`config.mk`:
```
export PLATFORM = sky130hd
export DESIGN_NAME = gate_vector_sequencer
export DESIGN_NICKNAME = d
export VERILOG_FILES = /design/src/rtl/gate_test_pkg.sv /design/src/rtl/gate_settle_timer.sv /design/src/rtl/gate_vector_sequencer.sv
export SDC_FILE = /design/constraint.sdc
export NUM_CORES = 1
export LEC_CHECK = 0
export CELL_PAD_IN_SITES_DETAIL_PLACEMENT = 1
export CELL_PAD_IN_SITES_GLOBAL_PLACEMENT = 1
export CORE_MARGIN = 2
export CORE_UTILIZATION = 40
export CTS_CLUSTER_DIAMETER = 50
export DETAILED_ROUTE_END_ITERATION = 10
export PLACE_DENSITY_LB_ADDON = 0.1
export SLEW_MARGIN = 20
export SYNTH_ARGS = -nofsm -noshare
export SYNTH_HDL_FRONTEND = slang
export SYNTH_HIERARCHICAL = 1
export SYNTH_SLANG_ARGS = --single-unit
```
`constraint.sdc`:
```
create_clock -name clk -period 4 [get_ports clk]
set_input_delay 0.4 -clock clk [delete_from_list [all_inputs] [get_ports clk]]
set_output_delay 0.4 -clock clk [all_outputs]
set_load 0.01 [all_outputs]
```
`src/rtl/gate_test_pkg.sv`:
```
// Shared types and constants for the 2-input gate truth-table sequencer.
package gate_test_pkg;

  typedef enum logic [1:0] {
    ST_IDLE   = 2'd0,
    ST_SETTLE = 2'd1,
    ST_SAMPLE = 2'd2,
    ST_DONE   = 2'd3
  } state_t;

  localparam int NUM_VECTORS = 4;

  localparam logic [3:0] TT_NOR  = 4'b0001;
  localparam logic [3:0] TT_NAND = 4'b0111;
  localparam logic [3:0] TT_AND  = 4'b1000;
  localparam logic [3:0] TT_OR   = 4'b1110;

  function automatic logic [2:0] popcount4(input logic [3:0] v);
    return {2'b00, v[0]} + {2'b00, v[1]} + {2'b00, v[2]} + {2'b00, v[3]};
  endfunction

endpackage

```
`src/rtl/gate_settle_timer.sv`:
```
// Loadable settle timer: down-counter whose terminal count marks the last settle cycle.
module gate_settle_timer #(
  parameter int SETTLE_CYCLES = 2
) (
  input  logic clk,
  input  logic rst_n,
  input  logic load,
  output logic tc
);

  localparam logic [3:0] LOAD_VAL = 4'(SETTLE_CYCLES - 1);

  logic [3:0] cnt_q, cnt_d;

  always_comb begin
    cnt_d = cnt_q;
    if (load) begin
      cnt_d = LOAD_VAL;
    end else if (cnt_q != 4'd0) begin
      cnt_d = cnt_q - 4'd1;
    end
  end

  always_ff @(posedge clk or negedge rst_n) begin
    if (!rst_n) begin
      cnt_q <= 4'd0;
    end else begin
      cnt_q <= cnt_d;
    end
  end

  assign tc = (cnt_q == 4'd0);

endmodule

```
`src/rtl/gate_vector_sequencer.sv`:
```
// Drives all four input vectors onto a 2-input gate, samples its output and
// checks it against a truth table latched at start.
//
//   state  | meaning
//   IDLE   | waiting for start; results of last run held
//   SETTLE | current vector driven, waiting for gate output to settle
//   SAMPLE | compare dut_out against latched table bit for current vector
//   DONE   | one-cycle done pulse after results are published
module gate_vector_sequencer
  import gate_test_pkg::*;
#(
  parameter int SETTLE_CYCLES = 2
) (
  input  logic       clk,
  input  logic       rst_n,
  input  logic       start,
  input  logic       abort,
  input  logic [3:0] truth_tbl,
  input  logic       dut_out,
  output logic       vec_a,
  output logic       vec_b,
  output logic       busy,
  output logic       done,
  output logic       pass,
  output logic [3:0] fail_mask,
  output logic [2:0] err_count
);

  localparam logic [1:0] LAST_IDX = 2'(NUM_VECTORS - 1);

  state_t     state_q, state_d;
  logic [1:0] idx_q, idx_d;
  logic [1:0] vec_q, vec_d;
  logic [3:0] tbl_q, tbl_d;
  logic [3:0] mask_q, mask_d;
  logic [3:0] fail_mask_q, fail_mask_d;
  logic [2:0] err_count_q, err_count_d;
  logic       pass_q, pass_d;
  logic       timer_load;
  logic       timer_tc;
  logic       miss;
  logic [3:0] mask_new;

  gate_settle_timer #(
    .SETTLE_CYCLES(SETTLE_CYCLES)
  ) u_timer (
    .clk  (clk),
    .rst_n(rst_n),
    .load (timer_load),
    .tc   (timer_tc)
  );

  assign miss     = (dut_out != tbl_q[idx_q]);
  assign mask_new = mask_q | (4'(miss) << idx_q);

  always_comb begin
    state_d     = state_q;
    idx_d       = idx_q;
    vec_d       = vec_q;
    tbl_d       = tbl_q;
    mask_d      = mask_q;
    fail_mask_d = fail_mask_q;
    err_count_d = err_count_q;
    pass_d      = pass_q;
    timer_load  = 1'b0;

    case (state_q)
      ST_IDLE: begin
        if (start) begin
          tbl_d      = truth_tbl;
          idx_d      = 2'd0;
          mask_d     = 4'd0;
          vec_d      = 2'd0;
          timer_load = 1'b1;
          state_d    = ST_SETTLE;
        end
      end
      ST_SETTLE: begin
        if (timer_tc) state_d = ST_SAMPLE;
      end
      ST_SAMPLE: begin
        mask_d = mask_new;
        if (idx_q != LAST_IDX) begin
          idx_d      = idx_q + 2'd1;
          vec_d      = idx_q + 2'd1;
          timer_load = 1'b1;
          state_d    = ST_SETTLE;
        end else begin
          fail_mask_d = mask_new;
          err_count_d = popcount4(mask_new);
          pass_d      = (mask_new == 4'd0);
          state_d     = ST_DONE;
        end
      end
      ST_DONE: begin
        state_d = ST_IDLE;
      end
      default: begin
        state_d = ST_IDLE;
      end
    endcase

    // Abort discards the in-flight run; published results stay as they were.
    if (abort && (state_q != ST_IDLE)) begin
      state_d     = ST_IDLE;
      vec_d       = 2'd0;
      timer_load  = 1'b0;
      fail_mask_d = fail_mask_q;
      err_count_d = err_count_q;
      pass_d      = pass_q;
    end
  end

  always_ff @(posedge clk or negedge rst_n) begin
    if (!rst_n) begin
      state_q     <= ST_IDLE;
      idx_q       <= 2'd0;
      vec_q       <= 2'd0;
      tbl_q       <= 4'd0;
      mask_q      <= 4'd0;
      fail_mask_q <= 4'd0;
      err_count_q <= 3'd0;
      pass_q      <= 1'b0;
    end else begin
      state_q     <= state_d;
      idx_q       <= idx_d;
      vec_q       <= vec_d;
      tbl_q       <= tbl_d;
      mask_q      <= mask_d;
      fail_mask_q <= fail_mask_d;
      err_count_q <= err_count_d;
      pass_q      <= pass_d;
    end
  end

  assign vec_a     = vec_q[0];
  assign vec_b     = vec_q[1];
  assign busy      = (state_q == ST_SETTLE) || (state_q == ST_SAMPLE);
  assign done      = (state_q == ST_DONE);
  assign pass      = pass_q;
  assign fail_mask = fail_mask_q;
  assign err_count = err_count_q;

endmodule

```
# --- Word-level counts from Yosys, hierarchy flattened ---
# Index checks and enable logic that the tools add are counted.
totals:
  ff_bits: 26
  output_inout_bits: 12
  word_cells: 64
op_classes:
  addsub: 5
  n_lt_le_gt_ge: 1
  n_eq_ne: 10
  shift: 1
  n_mux: 19
  bitwise: 3
  reduce_logical: 16
ops:
  columns: ["cell", "n"]
  rows:
  - ["$mux W2", 7]
  - ["$mux W4", 3]
  - ["$ne A3 B3 Y1 const B", 3]
  - ["$reduce_and A3 Y1", 3]
  - ["$logic_not A4 Y1", 2]
  - ["$pmux W2 S4", 1]
  - ["$pmux W4 S2", 1]
  - ["$ne A2 B2 Y1 const B", 3]
  - ["$reduce_and A2 Y1", 3]
  - ["$reduce_bool A2 Y1", 3]
  - ["$eq A2 B2 Y1 const B", 2]
  - ["$mux W1", 4]
  - ["$or A4 B4 Y4", 1]
  - ["$pmux W2 S2", 1]
  - ["$reduce_bool A4 Y1", 1]
  - ["$shl A1 B2 Y4", 1]
  - ["$sub A4 B1 Y4 const B", 1]
  - ["$add A2 B1 Y3", 1]
  - ["$add A3 B1 Y3", 1]
  - ["$lt A2 B3 Y1 const B", 1]
  - ["$reduce_bool A3 Y1", 1]
  - ["$add A1 B1 Y2", 1]
  - ["$add A2 B1 Y2 const B", 1]
  - ["$bmux W1 S2", 1]
  - ["other kinds (7)", 8]

# --- Logic depth before layout (Yosys ltp) ---
logic_depth:
  depth_word: 8
  ltp_mapped: 9

# --- Hierarchy ---
# The synthesis kept the hierarchy.
by_module_without_submodules:
  columns: ["mod", "instances", "cells_each", "area_each_um2", "seq_area_each_um2"]
  rows:
  - ["gate_vector_sequencer", 1, 120, 1257.5, 550.5]
  - ["gate_settle_timer", 1, 22, 230.2, 100.1]

# --- Least setup slack after synthesis ---
# OpenSTA, ideal clock, no wires.
synth_path:
  path_type: "register to register"
  from: "register idx_q[1]"
  to: "register err_count_q[1] (netlist: err_count[1])"
  setup_time_ns: 0.117
  t_arrival_ns: 1.968
  required_time_ns: 3.883
  path_slack_ns: 1.916
  stages_incl_launch_ff: 9
  path_buffers: 0
  period_less_slack_ns: 2.084
  path_cell_list: "dfrtp_1 > inv_1 > a31oi_1 > inv_1 > fa_1 > ha_1 > ha_1 > nand2_1 > nand2_1"
synth_via:
  elab_chain_cells: 8
synth_rtl:
  columns: ["element", "line", "rtl"]
  rows:
  - ["start, declared", "gate_vector_sequencer.sv:32", "logic [1:0] idx_q, idx_d;"]
  - ["start signal, assigned", "gate_vector_sequencer.sv:126", "idx_q <= idx_d;"]
  - ["$bmux W1 S2", "gate_vector_sequencer.sv:53", "assign miss = (dut_out != tbl_q[idx_q]);"]
  - ["$mux W1 (implied by the code)", "gate_vector_sequencer.sv:53", null]
  - ["$ne A1 B1 Y1", "gate_vector_sequencer.sv:53", null]
  - ["$shl A1 B2 Y4 (*)", "gate_vector_sequencer.sv:54", "assign mask_new = mask_q | (4'(miss) << idx_q);"]
  - ["$or A4 B4 Y4 (*)", "gate_vector_sequencer.sv:54", null]
  - ["via mask_new[0]", "gate_vector_sequencer.sv:42", "logic [3:0] mask_new;"]
  - ["$add A1 B1 Y2 (*)", "gate_test_pkg.sv:19", "return {2'b00, v[0]} + {2'b00, v[1]} + {2'b00, v[2]} + {2'b00, v[3]};"]
  - ["$add A2 B1 Y3 (*)", "gate_test_pkg.sv:19", null]
  - ["$add A3 B1 Y3 (*)", "gate_test_pkg.sv:19", null]
  - ["end signal, assigned", "gate_vector_sequencer.sv:131", "err_count_q <= err_count_d;"]
  - ["end, declared", "gate_vector_sequencer.sv:37", "logic [2:0] err_count_q, err_count_d;"]
# Mark *: on every way through the listed nets, which the timed path passes. The rest lies on a longest branch. The select of a mux whose other input is x is not followed.
# A chain may end at the register's enable or synchronous reset.

# --- Worst setup path in the final report ---
layout_path:
  from: "input port dut_out"
  to: "register err_count_q[1] (netlist: err_count[1])"
layout_via:
  elab_chain_cells: 6
layout_rtl:
  columns: ["element", "line", "rtl"]
  rows:
  - ["start, declared", "gate_vector_sequencer.sv:19", "input logic dut_out,"]
  - ["$ne A1 B1 Y1", "gate_vector_sequencer.sv:53", null]
  - ["$shl A1 B2 Y4", "gate_vector_sequencer.sv:54", null]
  - ["$or A4 B4 Y4", "gate_vector_sequencer.sv:54", null]
  - ["via mask_new[0]", "gate_vector_sequencer.sv:42", null]
  - ["$add A1 B1 Y2", "gate_test_pkg.sv:19", null]
  - ["$add A2 B1 Y3", "gate_test_pkg.sv:19", null]
  - ["$add A3 B1 Y3", "gate_test_pkg.sv:19", null]
# The timed path passes the listed nets, and every way through them passes these cells.

==> results.md <==
* FP Rows at 22
* HPWL after DPL at 2350 um
* Outcome: finished, final reports clean
* Ant. Diodes at 0
* Most frequent cell after synthesis: dfrtp_1
* Period utilization at 63.0%
* Starting Density at around two fifths
* Final #Nets at 185
* Syn_area_per_cell at 10.5 um^2
* CTS Buffer Depth at 2
* Hold path depth at 2
* Syn_nets at 162
* Worst stage delay on the critical path at 0.50 ns
* Average wire per standard cell at about 14 um
* Endpoints failing setup at 0
* DRC Markers at 0
* Setup TNS at 0 ns
* Worst-Margin Slew at 0.611 ns
* Worst-path clk slew at 0.09 ns
* Initial antenna violation count at 0
* Final Critical Period at 2.52 ns
* Worst Setup End Kind: register
* Pre-CTS setup slack at 1.17 ns
* Worst Min Path Start: pass
* Maximum VDD drop at 0.287 mV
* Max-slew violations at 0
* Crit path max fanout at 4
* Die Area at 0.00422 mm^2
* Detailed-route vias per instance at 5.00
* Area of the mapped netlist at 0.00149 mm^2
* EDFF count, synth at 0
* Overall Global Routing Usage at between 10% and 20%
* Die Wd at 65.0 um
* PnR worst setup slack at 1.48 ns
* CTS resizes at 0
* Worst Clk Skew at 0.00159 ns
* RSZ-0062 raised after global routing: no
* Synthesis-stage register bit count at 26
* First-pass GRT wire length at 5090 um
* Cell variety after synth at 43
* Hold EP: pass
* RD Place Congestion at 0.839
* Sink Count at 26
* Number of buffers and inverters on the critical path at 2
* CTS tree: yes
* Sequential area share after synthesis at 43.7%
* Clk Latency, worst-skew pair at 0.27 ns
* Max Cap Violations at 0
* CP Cell Sequence: clkdlybuf4s50_1 > xor2_1 > a31oi_1 > inv_1 > fa_1 > ha_1 > ha_1 > nand2_1 > nand2_1
* Reg2reg end: err_count[1]
* Area leader, netlist: dfrtp_1
* Antenna Nets Post-Route at 0
* Iteration-0 DRC count of the detailed router at 27
* Layout fillers at 410
* IO Pins at 21
* Syn Inst Count at 142
* Number of global-route vias before repair at 1132
* Share of Yosys cell area claimed by the top area cell type at 43.7%
* CTS buffer count at 3
* Htree depth at 1
* Fraction of registers with async set or reset after synthesis at 100%
* Core ar. at about 0.0036 mm^2
* Layout cells sized above 1 at ~16%
* Hold Slack at 0.481 ns
* Fin. Hold Viols at 0
* Min-delay worst type: register to register
* Largest net degree at the start of global routing at 15
* P_leak at approximately 0.82 nW
* Reg2reg setup slack at approximately 1.7 ns
* Drt first pass iters at 4
* Number of port buffers at 20
* Final wirelength at 2950 um
* Power Dens Cells at 633 mW/mm^2
* Crit path launch type: input pin
* CTS Root Cell: clkbuf_8
* Crit Path Category: input pin to register
* Top delay family on crit path: adder cells
* Slowest stage cell, crit path: clkdlybuf4s50_1
* Global route total overflow at 0
* Ys Warns at 6
* Max transition margin at 59.1%
* Area added between synthesis and finish at 20.3%
* WP data arrival at 2.69 ns
* Synth top area cells: dfrtp_1 44%, ha_1 8.4%, nand2_1 4.8%, mux2_2 3.8%, inv_1 3.0%
* FF-to-FF Start: idx_q[1]
* Worst r2r path cells at 8
* CP required at 4.17 ns
* # hold bufs at CTS at 0
* Achievable Freq at 397 MHz
* Post-CTS Setup Inserts at 0
* Post-synth top cells: 26 x dfrtp_1, 19 x nand2_1, 12 x inv_1
* Via count at 1060
* Synth Flop Type: dfrtp_1
* Die H at 65.0 um
[area by class of cell]
type                            instances  area (um^2)  share of cell area (%)
Multi-Input combinational cell        101          771                    43.1
Sequential cell                        26          651                    36.4
Clock buffer                            4         55.1                    3.08
Inverter                               12         45.0                    2.52
Tap cell                               48         60.1                    3.36
Timing Repair Buffer                   21          208                    11.6
[kinds of logic after synthesis]
logic type / synth area share (%)
buffers and inverters: 4.46
adders and majority gates: 9.76
AOI/OAI and AO/OA: 15.1
xor gates and xnor gates: 2.94
and+or+nand+nor: 18.8
muxes: 5.13
DFF: 43.7
[placed cells by master, fill, tap and decap left out, types with 2 or more instances in the layout]
| cell type | instances |
|---|---|
| xor2_1 | 3 |
| xnor2_1 | 2 |
| inv_1 | 12 |
| nand2_1 | 19 |
| clkdlybuf4s50_1 | 20 |
| dfrtp_1 | 26 |
| o21ai_0 | 3 |
| clkbuf_8 | 4 |
| o21ai_1 | 2 |
| nor2_1 | 6 |
| nor3_1 | 6 |
| ha_1 | 10 |
| a31oi_1 | 2 |
| nand2b_1 | 3 |
| mux2_2 | 5 |
| a21oi_1 | 8 |
| o21ai_2 | 5 |
| mux2i_1 | 2 |
[power by group]
group | total, mW | internal, mW | switching (mW) | leakage [nW]
clock | 0.174 | 0.0881 | 0.0857 | 0.0288
combinational | 0.553 | 0.267 | 0.286 | 0.449
sequential | 0.406 | 0.338 | 0.0682 | 0.343
[sequential cells by signal, summed over array words and instances (netlist names)]
name and count:
pass 1, err_count 3, mask_q 4, vec_q 2, idx_q 2, state_q 2
u_timer/cnt_q 4, tbl_q 4, fail_mask 4
[worst reg2reg max path: stages, from the launching register on]
cell and delay (ns):
dfrtp_1 0.49, inv_1 0.13, a31oi_1 0.42, inv_1 0.12
fa_1 0.49, ha_1 0.20, ha_1 0.28, nand2_1 0.07
nand2_1 0.05
[worst max path at each step]
stage                  start            to  slack, ns  cells past startpoint
floorplan           idx_q[1]  err_count[1]       1.92                      8
global placement     dut_out  err_count[1]       1.29                      9
detailed placement   dut_out  err_count[1]       1.17                      9
CTS                  dut_out  err_count[1]       1.47                      9
global route         dut_out  err_count[1]       1.37                      9
finish               dut_out  err_count[1]       1.48                      9
[through the flow]
step | area [um^2] | power, mW | instances | utilization, %
floorplan | 1490 | 0.806 | 142 | -
global placement | 1730 | 0.946 | 208 | 48.1
detailed placement | 1730 | 0.974 | 208 | 48.1
CTS | 1790 | 1.15 | 212 | 49.6
global route | 1790 | 1.23 | 212 | 49.6
finish | 1790 | 1.13 | 212 | 49.6
[metal layers]
metal | share of wire (%) | wire length, um | global-route usage [%] | vias to the layer above
li1 | - | - | - | 528
met1 | 48 | 1410 | 20.7 | 515
met2 | 48 | 1430 | 26.0 | 13
met3 | 2.4 | 72 | 2.08 | 4
met4 | 1.2 | 34 | 5.59 | 0
met5 | 0 | 0 | 0 | -
Power figures use the tool's default switching activity.
